### config.mk
export PLATFORM = sky130hd
export DESIGN_NAME = traffic_light_controller_n
export DESIGN_NICKNAME = d
export VERILOG_FILES = /design/src/rtl/traffic_light_controller_n.sv
export SDC_FILE = /design/constraint.sdc
export NUM_CORES = 1
export LEC_CHECK = 0
export ABC_CLOCK_PERIOD_IN_PS = 4100
export BUFFER_PORTS_ARGS = -buffer_cell sky130_fd_sc_hd__buf_4
export CAP_MARGIN = 20
export CORE_MARGIN = 1
export CORE_UTILIZATION = 50
export DETAILED_ROUTE_END_ITERATION = 7
export PLACE_DENSITY = 0.72
export SYNTH_ARGS = -nofsm -noshare
export SYNTH_HDL_FRONTEND = slang
export SYNTH_SLANG_ARGS = --single-unit
### constraint.sdc
create_clock -name clk -period 4.1 [get_ports clk]
set_clock_uncertainty 0.2 [all_clocks]
set_input_delay 0.41 -clock clk [delete_from_list [all_inputs] [get_ports clk]]
set_output_delay 0.41 -clock clk [all_outputs]
set_load 0.03 [all_outputs]
### src/rtl/traffic_light_controller_n.sv
// N-direction intersection controller: one direction at a time through green, yellow and
// all-red, in fixed round-robin or demand-actuated order, with emergency preemption.
module traffic_light_controller_n #(
  parameter int N_DIR    = 4,
  parameter int CNT_W    = 8,
  parameter int GREEN_T  = 15,
  parameter int YELLOW_T = 3,
  parameter int ALLRED_T = 3,
  localparam int DIR_W   = (N_DIR > 2) ? $clog2(N_DIR) : 1
) (
  input  logic               clk,
  input  logic               reset,
  input  logic               mode,
  input  logic [N_DIR-1:0]   req,
  input  logic               preempt,
  input  logic [DIR_W-1:0]   preempt_dir,
  output logic [3*N_DIR-1:0] lights,
  output logic [DIR_W-1:0]   cur_dir,
  output logic [1:0]         phase,
  output logic [N_DIR-1:0]   pending
);

  typedef enum logic [1:0] {
    GREEN  = 2'b00,
    YELLOW = 2'b01,
    ALLRED = 2'b10
  } state_t;

  state_t             state, state_n;
  logic [DIR_W-1:0]   dir_n, act_dir, scan;
  logic [CNT_W-1:0]   timer, timer_n;
  logic [N_DIR-1:0]   pending_n, clr_mask;
  logic [3*N_DIR-1:0] lights_n;
  logic               pv, found, any_pend, other_pend;

  function automatic logic [DIR_W-1:0] inc_dir(input logic [DIR_W-1:0] d);
    int n;
    n = int'(d) + 1;
    if (n >= N_DIR) n = 0;
    return DIR_W'(n);
  endfunction

  function automatic logic [N_DIR-1:0] onehot(input logic [DIR_W-1:0] d);
    logic [N_DIR-1:0] m;
    m    = '0;
    m[d] = 1'b1;
    return m;
  endfunction

  function automatic logic [3*N_DIR-1:0] lamp_field(input state_t s, input logic [DIR_W-1:0] d);
    logic [3*N_DIR-1:0] l;
    for (int i = 0; i < N_DIR; i++) begin
      l[3*i +: 3] = 3'b100;
      if (DIR_W'(i) == d && s == GREEN)  l[3*i +: 3] = 3'b001;
      if (DIR_W'(i) == d && s == YELLOW) l[3*i +: 3] = 3'b010;
    end
    return l;
  endfunction

  // Round-robin demand search starting just after the current owner; the owner is checked last.
  always_comb begin
    pv         = preempt && (int'(preempt_dir) < N_DIR);
    any_pend   = |pending;
    other_pend = |(pending & ~onehot(cur_dir));
    act_dir    = inc_dir(cur_dir);
    found      = 1'b0;
    scan       = cur_dir;
    for (int k = 0; k < N_DIR; k++) begin
      scan = inc_dir(scan);
      if (!found && pending[scan]) begin
        found   = 1'b1;
        act_dir = scan;
      end
    end
  end

  always_comb begin
    state_n  = state;
    dir_n    = cur_dir;
    timer_n  = timer - CNT_W'(1);
    clr_mask = '0;
    case (state)
      GREEN: begin
        if (pv && cur_dir != preempt_dir) begin
          state_n = YELLOW;
          timer_n = CNT_W'(YELLOW_T - 1);
        end else if (pv) begin
          timer_n = timer;
        end else if (timer == '0) begin
          if (mode && !other_pend) begin
            timer_n = CNT_W'(GREEN_T - 1);
          end else begin
            state_n = YELLOW;
            timer_n = CNT_W'(YELLOW_T - 1);
          end
        end
      end
      YELLOW: begin
        if (timer == '0) begin
          state_n = ALLRED;
          timer_n = CNT_W'(ALLRED_T - 1);
        end
      end
      default: begin
        if (timer == '0) begin
          if (pv || !mode || any_pend) begin
            state_n  = GREEN;
            timer_n  = CNT_W'(GREEN_T - 1);
            dir_n    = pv ? preempt_dir : (!mode ? inc_dir(cur_dir) : act_dir);
            clr_mask = onehot(dir_n);
          end else begin
            timer_n = CNT_W'(ALLRED_T - 1);
          end
        end
      end
    endcase
    // Clear wins over a same-cycle request for the direction entering green.
    pending_n = (pending | req) & ~clr_mask;
    lights_n  = lamp_field(state_n, dir_n);
  end

  always_ff @(posedge clk or posedge reset) begin
    if (reset) begin
      state   <= ALLRED;
      cur_dir <= DIR_W'(N_DIR - 1);
      timer   <= CNT_W'(ALLRED_T - 1);
      pending <= '0;
      lights  <= {N_DIR{3'b100}};
    end else begin
      state   <= state_n;
      cur_dir <= dir_n;
      timer   <= timer_n;
      pending <= pending_n;
      lights  <= lights_n;
    end
  end

  assign phase = state;

endmodule

==> impl_metrics.toml, run 1 <==
[run_status]
status = "finished clean"

[sta]
min_period_ns = 2.89
hold_violations = 0
post-route-period-util_pct = 70.6
setup_viol = 0
maxSlewHeadroom_pct = 55.2
tns_ns = 0
rsz0062_at_grt = "false"
tightest_slew_ns = 0.665
finalMaxSlewViolations = 0
setup_slack_ns = 1.21
fmax_mhz = 345

[pwr]
p_leak_nw = 0.883
ir_drop_uv = 281
total_power_mw = 1.43
cellPowerDensity_nw_per_um2 = 707

[placed_design]
dp_hpwl_um = 2960
port-buffer-count = 29
gp_congestion = 0.834
pre_cts_ws_ns = 1.25

[layout]
final_util_pct = 64.1
antenna_cells = 0
synthToLayoutAreaGrowth_pct = 17.6
seq_area_um2 = 711
final_nets = 225
nFillCells = 284
drive_above_1_share_pct = 29.3
multi_input_area_um2 = 921

[clocking]
path_clk_slew_ns = 0.16
clockBufferDepth = 2
holdBufCountCts = 0
cts_tree = "built"
cts_buffers = 3
clock-root-buffer = "clkbuf_4"
clkLatencyLatePin_ns = 0.33
cts_sinks = 28
cts_setup_buffers = 0
htree_num_levels = 1
cts_resized = 0

[die]
start_util_pct = 54.5
ioPinCount = 30
core_um2 = 3150
num_rows = 20
die_x_um = 60.6
fp.dieH_um = 60.6
dieArea_um2 = 3670

[detailed_routing]
totalWireLength_um = 4010
wl_per_cell_um = 15.9
final_antenna_net_count = 0
route.vias.total = 1448
drt_pass1_iterations = 4
routed_via_density = 5.75
drt-initial-drc-count = 94
drc = 0

[min_path]
hp-class = "input port to flip-flop"

[critical_path]
crit_path_end_kind = "flip-flop"
worstPathRequired_ns = 4.18
path_class = "flip-flop to flip-flop"
start_kind = "flip-flop"
path_max_fanout = 14
arrival_ns = 2.97

[logic_synthesis]
syn_nets = 197
syn_inst = 181
ys_seq_area_share_pct = 41.4
synth.distinct_cells = 54
synth_edf_count = 0
yosysWarnings = 0
synthFlopType = "dfrtp_1"
syn_area_um2 = 1720
syn_avg_cell_area_um2 = 9.49
async_flop_share_pct = 100
synth-seq-cells = 28

[global_routing]
grtUsageTotal_pct = 23.8
grt_max_degree = 29
antenna_found_initial = 0
grt_pass1_wl_um = 6490
grt-ovfl-total = 0
grt_pass1_vias = 1408

[run]
drv_cap = 0
==> worst max-delay path, cell delays in order (launching register included) <==
cell and delay [ns]:
dfstp_2 0.72, inv_2 0.11, ha_1 0.42, o21bai_1 0.20
a221oi_1 0.27, o31a_2 0.21, o211ai_4 0.13, o41ai_2 0.38
nor2b_1 0.18
==> synthesized netlist by cell type, types with 3 or more instances <==
library cell / count / area [um^2]
inv_1: 5 / 18.8
a21oi_1: 6 / 30.0
nand2_1: 15 / 56.3
dfstp_2: 8 / 210
nand3_1: 5 / 25.0
buf_4: 3 / 22.5
ha_1: 6 / 75.1
o21ai_1: 4 / 20.0
nor2b_1: 3 / 18.8
o21a_1: 4 / 30.0
nor2_1: 29 / 109
o21ai_0: 11 / 55.1
buf_2: 3 / 15.0
a221oi_1: 3 / 26.3
dfrtp_1: 20 / 500
nand2b_1: 8 / 50.1
nor3_1: 3 / 15.0
==> area by class of cell <==
type | instances | area share, %
Tap cell | 44 | 2.72
Sequential cell | 28 | 35.2
Clock buffer | 3 | 1.11
Clock inverter | 1 | 1.49
Multi-Input combinational cell | 138 | 45.6
Inverter | 7 | 1.30
Timing Repair Buffer | 31 | 12.6
==> per-layer routing <==
metal	vias to the layer above	share of wire (%)	global-route usage [%]
li1	699	-	-
met1	709	43	30.7
met2	34	53	41.4
met3	6	3.0	2.35
met4	0	0.95	8.44
met5	-	0	0
==> per-stage QoR <==
step / hold WS, ns / std cells / instance area [um^2]
after global placement: 0.269 / 246 / 1930
final: 0.0762 / 252 / 2020
after detailed placement: 0.306 / 246 / 1930
after floorplan: 0.247 / 181 / 1720
after CTS: 0.0625 / 250 / 1980
after global routing: 0.0775 / 252 / 2020
==> registers in the layout, summed over array words and instances, names as in the netlist <==
signal	flops
lights	12
phase	2
timer	8
pending	4
cur_dir	2
==> cell usage in the layout (no fill, tap or decap), drive strengths merged, types with 4 or more instances in the layout <==
master  count
nor2       30
buf        30
dfrtp      20
o21ai      16
nand2      15
nand2b      9
dfstp       8
a21oi       7
inv         7
ha          6
nand3       6
o21a        4
nor3        4
nor2b       4
==> kinds of logic (layout without fill, tap and decap cells) <==
family          count (synthesis)  in the layout  share of synthesized area [%]
fa+ha+maj                       6              6                           4.37
simple gates                   79             79                           24.9
compound gates                 51             51                           23.3
flops                          28             28                           41.4
buf+inv                        15             42                           5.03
xor+xnor                        2              2                           1.02
==> path summary, 6_finish.rpt <==
check | end | slack (ns) | depth (start not counted) | startpoint
max | lights[0] | 1.21 | 8 | cur_dir[0]
min | pending[1] | 0.08 | 2 | req[1]
max reg2reg | lights[0] | 1.21 | 8 | cur_dir[0]
min reg2reg | timer[7] | 0.32 | 1 | timer[7]
max in group asynchronous | lights[5] | 2.76 | 4 | reset
min in group asynchronous | timer[0] | 0.42 | 3 | reset
==> power by group <==
part / switching, mW / internal, mW / total, mW
combinational: 0.447 / 0.296 / 0.743
clock: 0.0844 / 0.0989 / 0.183
sequential: 0.111 / 0.392 / 0.503
Note: power is estimated with default switching activity, not from simulation.
==> inputs of run 2 (changes only) <==
--- a/config.mk
+++ b/config.mk
@@ -5,7 +5,7 @@
 export SDC_FILE = /design/constraint.sdc
 export NUM_CORES = 1
 export LEC_CHECK = 0
-export ABC_CLOCK_PERIOD_IN_PS = 4100
+export ABC_CLOCK_PERIOD_IN_PS = 2980
 export BUFFER_PORTS_ARGS = -buffer_cell sky130_fd_sc_hd__buf_4
 export CAP_MARGIN = 20
 export CORE_MARGIN = 1
==> constraint.sdc (replaced) <==
create_clock -name clk -period 2.98 [get_ports clk]
set_clock_uncertainty 0.2 [all_clocks]
set_input_delay 0.298 -clock clk [delete_from_list [all_inputs] [get_ports clk]]
set_output_delay 0.298 -clock clk [all_outputs]
set_load 0.03 [all_outputs]
==> run 2 against run 1 <==
Compared with the run above: register-to-register slack got worse by 0.84 ns; non-clock buffer count rose by 6; utilization rose by 1.7 points; die area did not move; critical path type unchanged; critical endpoint unchanged.
==> impl_metrics.toml, run 2 (same netlist as run 1, synthesis figures left out) <==
[die]
core_um2 = 3150
fp.dieH_um = 60.6
num_rows = 20
ioPinCount = 30
die_x_um = 60.6
dieArea_um2 = 3670
start_util_pct = 54.5

[critical_path]
crit_path_end_kind = "flip-flop"
path_class = "flip-flop to flip-flop"
arrival_ns = 2.69
worstPathRequired_ns = 3.05
path_max_fanout = 10
start_kind = "flip-flop"
rrSetupSlack_ns = 0.37

[detailed_routing]
drc = 0
routed_via_density = 5.67
drt-initial-drc-count = 77
totalWireLength_um = 4000
final_antenna_net_count = 0
wl_per_cell_um = 15.5
drt_pass1_iterations = 4
route.vias.total = 1464

[pwr]
p_leak_nw = 0.910
cellPowerDensity_nw_per_um2 = 952
ir_drop_uv = 447

[global_routing]
grt_max_degree = 29
grt_pass1_vias = 1509
antenna_found_initial = 0
grt_pass1_wl_um = 6410
grtUsageTotal_pct = 23.8
grt-ovfl-total = 0

[clocking]
cts_buffers = 3
cts_setup_buffers = 0
path_clk_slew_ns = 0.16
clock-root-buffer = "clkbuf_4"
htree_num_levels = 1
cts_tree = "built"
clkLatencyLatePin_ns = 0.33
clockBufferDepth = 2
cts_sinks = 28

[sta]
tightest_slew_ns = 0.649
setup_slack_ns = 0.367
rsz0062_at_grt = "false"
hold_violations = 0
post-route-period-util_pct = 87.7
maxSlewHeadroom_pct = 56.3
setup_viol = 0
tns_ns = 0
min_period_ns = 2.61
fmax_mhz = 383
finalMaxSlewViolations = 0

[placed_design]
placed_area_um2 = 1950
pre_cts_ws_ns = 0.388
dp_hpwl_um = 2920
dp.cells = 248
gp_congestion = 0.808
port-buffer-count = 29

[layout]
fin_area_um2 = 2080
final_util_pct = 65.8
top_register = "lights"
final_cell_mix = "buf_4 (31), nor2_1 (29), dfrtp_1 (20)"
synthToLayoutAreaGrowth_pct = 20.8
final_common_cell = "buf_4"
largest_reg_flops = 12
antenna_cells = 0
drive_above_1_share_pct = 29.4
nFillCells = 287
reg.largest.list = "lights x12, timer x8, pending x4"
fin_cells = 258
final_nets = 231

[run_status]
status = "finished clean"

[min_path]
hp-class = "input port to flip-flop"

[run]
drv_cap = 0
run 2: cell count changes in the layout (fill, tap and decap cells not counted), sizes merged:
cell | previous run | this run
dlygate4sd3 | 1 | 5
buf | 30 | 32
run 2: stage by stage:
stage	power, mW	hold WS (ns)
finish	1.98	0.200
global route	2.11	0.229
CTS	1.98	0.0208
detailed placement	1.72	0.286
global placement	1.69	0.269
floorplan	1.43	0.157
run 2: metal layers:
metal  wire length [um]  up-vias  global-route usage [%]
met1               1680      713                    27.6
met2               2150       32                    43.8
met3                127        6                    2.13
met4                 40        0                    11.7
li1                   -      713                       -
met5                  0        -                       0
run 2: worst paths after layout:
| check | from | to | cells after the start |
|---|---|---|---|
| worst min register to register | timer[7] | timer[7] | 1 |
| worst max-delay path | cur_dir[0] | lights[0] | 8 |
| worst max register to register | cur_dir[0] | lights[0] | 8 |
| max in group asynchronous | reset | cur_dir[1] | 4 |
| worst min-delay path | preempt_dir[0] | timer[1] | 4 |
| min in group asynchronous | reset | timer[3] | 3 |
run 2: critical path: stages (launching register included):
cell      delay (ns)
dfstp_2         0.57
inv_2           0.06
ha_1            0.40
o21bai_1        0.20
a221oi_1        0.26
o31a_2          0.21
o211ai_4        0.13
o41ai_2         0.36
nor2b_1         0.16
run 2: area by class of cell:
class,count,area [um^2],area share [%]
Sequential cell,28,711,34.2
Tap cell,44,55.1,2.65
Clock inverter,1,30.0,1.45
Multi-Input combinational cell,138,921,44.4
Clock buffer,3,22.5,1.08
Timing Repair Buffer,37,310,14.9
Inverter,7,26.3,1.27
run 2: what timing repair did:
item                                    in CTS  in global routing
gates resized for setup                      0                  0
hold endpoints to repair                     4                  7
endpoints found under the setup margin       0                  0
hold buffers                                 4                  1
run 2: power by group:
part,switching [mW],internal (mW)
Clock,0.115,0.136
Sequential,0.117,0.537
Combinational,0.645,0.426
==> inputs of run 3 (changes only) <==
--- a/config.mk
+++ b/config.mk
@@ -12,6 +12,8 @@
 export CORE_UTILIZATION = 50
 export DETAILED_ROUTE_END_ITERATION = 7
 export PLACE_DENSITY = 0.72
+export RECOVER_POWER = 50
+export SKIP_CTS_REPAIR_TIMING = 1
 export SYNTH_ARGS = -nofsm -noshare
 export SYNTH_HDL_FRONTEND = slang
 export SYNTH_SLANG_ARGS = --single-unit
==> run 3 against run 2 <==
Compared with the run above: the flow now finishes with violations (hold timing); critical path depth unchanged; critical endpoint unchanged; non-clock buffer count decreased by 1; die area unchanged; power decreased by 1.9%.
==> impl_metrics.toml, run 3 (same netlist as run 1, synthesis figures left out) <==
[layout]
nFillCells = 295
reg.largest.list = "lights x12, timer x8, pending x4"
final_nets = 230
final_common_cell = "nor2_1"
drive_above_1_share_pct = 24.4
antenna_cells = 0
final_cell_mix = "nor2_1 (29), buf_4 (20), dfrtp_1 (20)"
final_util_pct = 63.6
largest_reg_flops = 12
synthToLayoutAreaGrowth_pct = 16.7
top_register = "lights"

[sta]
tns_ns = 0
setup_viol = 0
maxSlewHeadroom_pct = 36.4
rsz0062_at_grt = "false"
min_period_ns = 2.61
post-route-period-util_pct = 87.6
whs_ns = -0.0148
finalMaxSlewViolations = 0
fmax_mhz = 383
tightest_slew_ns = 0.954
hold_violations = 1

[critical_path]
reg2regPathDepth = 8
crit_path_top_delay_cell = "dfstp_2"
path_class = "flip-flop to flip-flop"
crit_path_end_kind = "flip-flop"
worstPathRequired_ns = 3.06
endpoint = "lights[0]"
start_kind = "flip-flop"
crit_start = "cur_dir[0]"
rrSetupSlack_ns = 0.37
worstPathCellList = "inv_2 > ha_1 > o21bai_1 > a221oi_1 > o31a_2 > o211ai_4 > o41ai_2 > nor2b_1"
r2r-end = "lights[0]"
arrival_ns = 2.69
path_max_fanout = 10
worstReg2RegStart = "cur_dir[0]"
max_stage_delay_ns = 0.57

[pwr]
cellPowerDensity_nw_per_um2 = 967
ir_drop_uv = 447
total_power_mw = 1.94
p_leak_nw = 0.854

[clocking]
clkLatencyLatePin_ns = 0.33
clockBufferDepth = 2
cts_buffers = 3
path_clk_slew_ns = 0.16
cts_tree = "built"
clock-root-buffer = "clkbuf_4"
htree_num_levels = 1
cts_sinks = 28

[die]
num_rows = 20
dieArea_um2 = 3670
fp.dieH_um = 60.6
core_um2 = 3150
ioPinCount = 30
die_x_um = 60.6
start_util_pct = 54.5

[placed_design]
gp_congestion = 0.808
port-buffer-count = 29
dp_hpwl_um = 2920

[min_path]
min_from = "req[2]"
hp-class = "input port to flip-flop"

[global_routing]
grt_max_degree = 29
met1_usage_pct = 27.7
grt-ovfl-total = 0
antenna_found_initial = 0
met3_usage_pct = 2.13
grt_pass1_wl_um = 6330
busiest_layer = "met2"
grtUsageTotal_pct = 23.5
use_met2_pct = 42.5
grt_pass1_vias = 1485

[detailed_routing]
final_antenna_net_count = 0
route.vias.total = 1468
routed_via_density = 5.71
totalWireLength_um = 3980
drc = 0
drt_pass1_iterations = 4
drt-initial-drc-count = 59
wl_per_cell_um = 15.5

[run]
drv_cap = 0

[run_status]
status = "finished, violations left"
violations = "hold timing"
## run 3: through the flow
stage,instances,setup slack [ns],hold WS [ns],instance area (um^2)
final,257,0.370,-0.0148,2000
after global routing,257,0.204,0.0139,2000
after CTS,252,0.354,-0.0637,2000
after detailed placement,248,0.388,0.286,1950
after global placement,248,0.466,0.269,1950
after floorplan,181,0.268,0.157,1720
## run 3: report_power, final
group	leakage, nW	internal, mW	switching [mW]	total [mW]
sequential	0.328	0.537	0.115	0.653
combinational	0.498	0.390	0.645	1.03
clock	0.0279	0.136	0.116	0.252
total	0.854	1.06	0.876	1.94
## run 3: worst max-delay path, delay by kind of cell, from the launching register on
kind            cells  cell delay, ns
compound gates      5            1.16
simple gates        1            0.16
buf+inv             1            0.06
flops               1            0.57
fa+ha+maj           1            0.40
## run 3: metal layers
layer  share of wire (%)  wire length [um]
met1                  43              1700
met2                  53              2110
met3                 3.2               128
met4                 1.0                40
met5                   0                 0
## run 3: cell type report
| type | count | area (um^2) | area share, % |
|---|---|---|---|
| clock buffers | 3 | 22.5 | 1.12 |
| multi-input cells | 138 | 921 | 45.9 |
| repair buffers | 36 | 239 | 11.9 |
| well taps | 44 | 55.1 | 2.75 |
| clock inverters | 1 | 30.0 | 1.50 |
| inverters | 7 | 26.3 | 1.31 |
| flip-flops and latches | 28 | 711 | 35.5 |
## run 3: worst min-delay path by stage
stage,endpoint,cells after the start
after floorplan,lights[0],1
after global placement,timer[7],1
after detailed placement,timer[7],1
after CTS,pending[3],2
after global routing,pending[2],3
final,pending[2],3
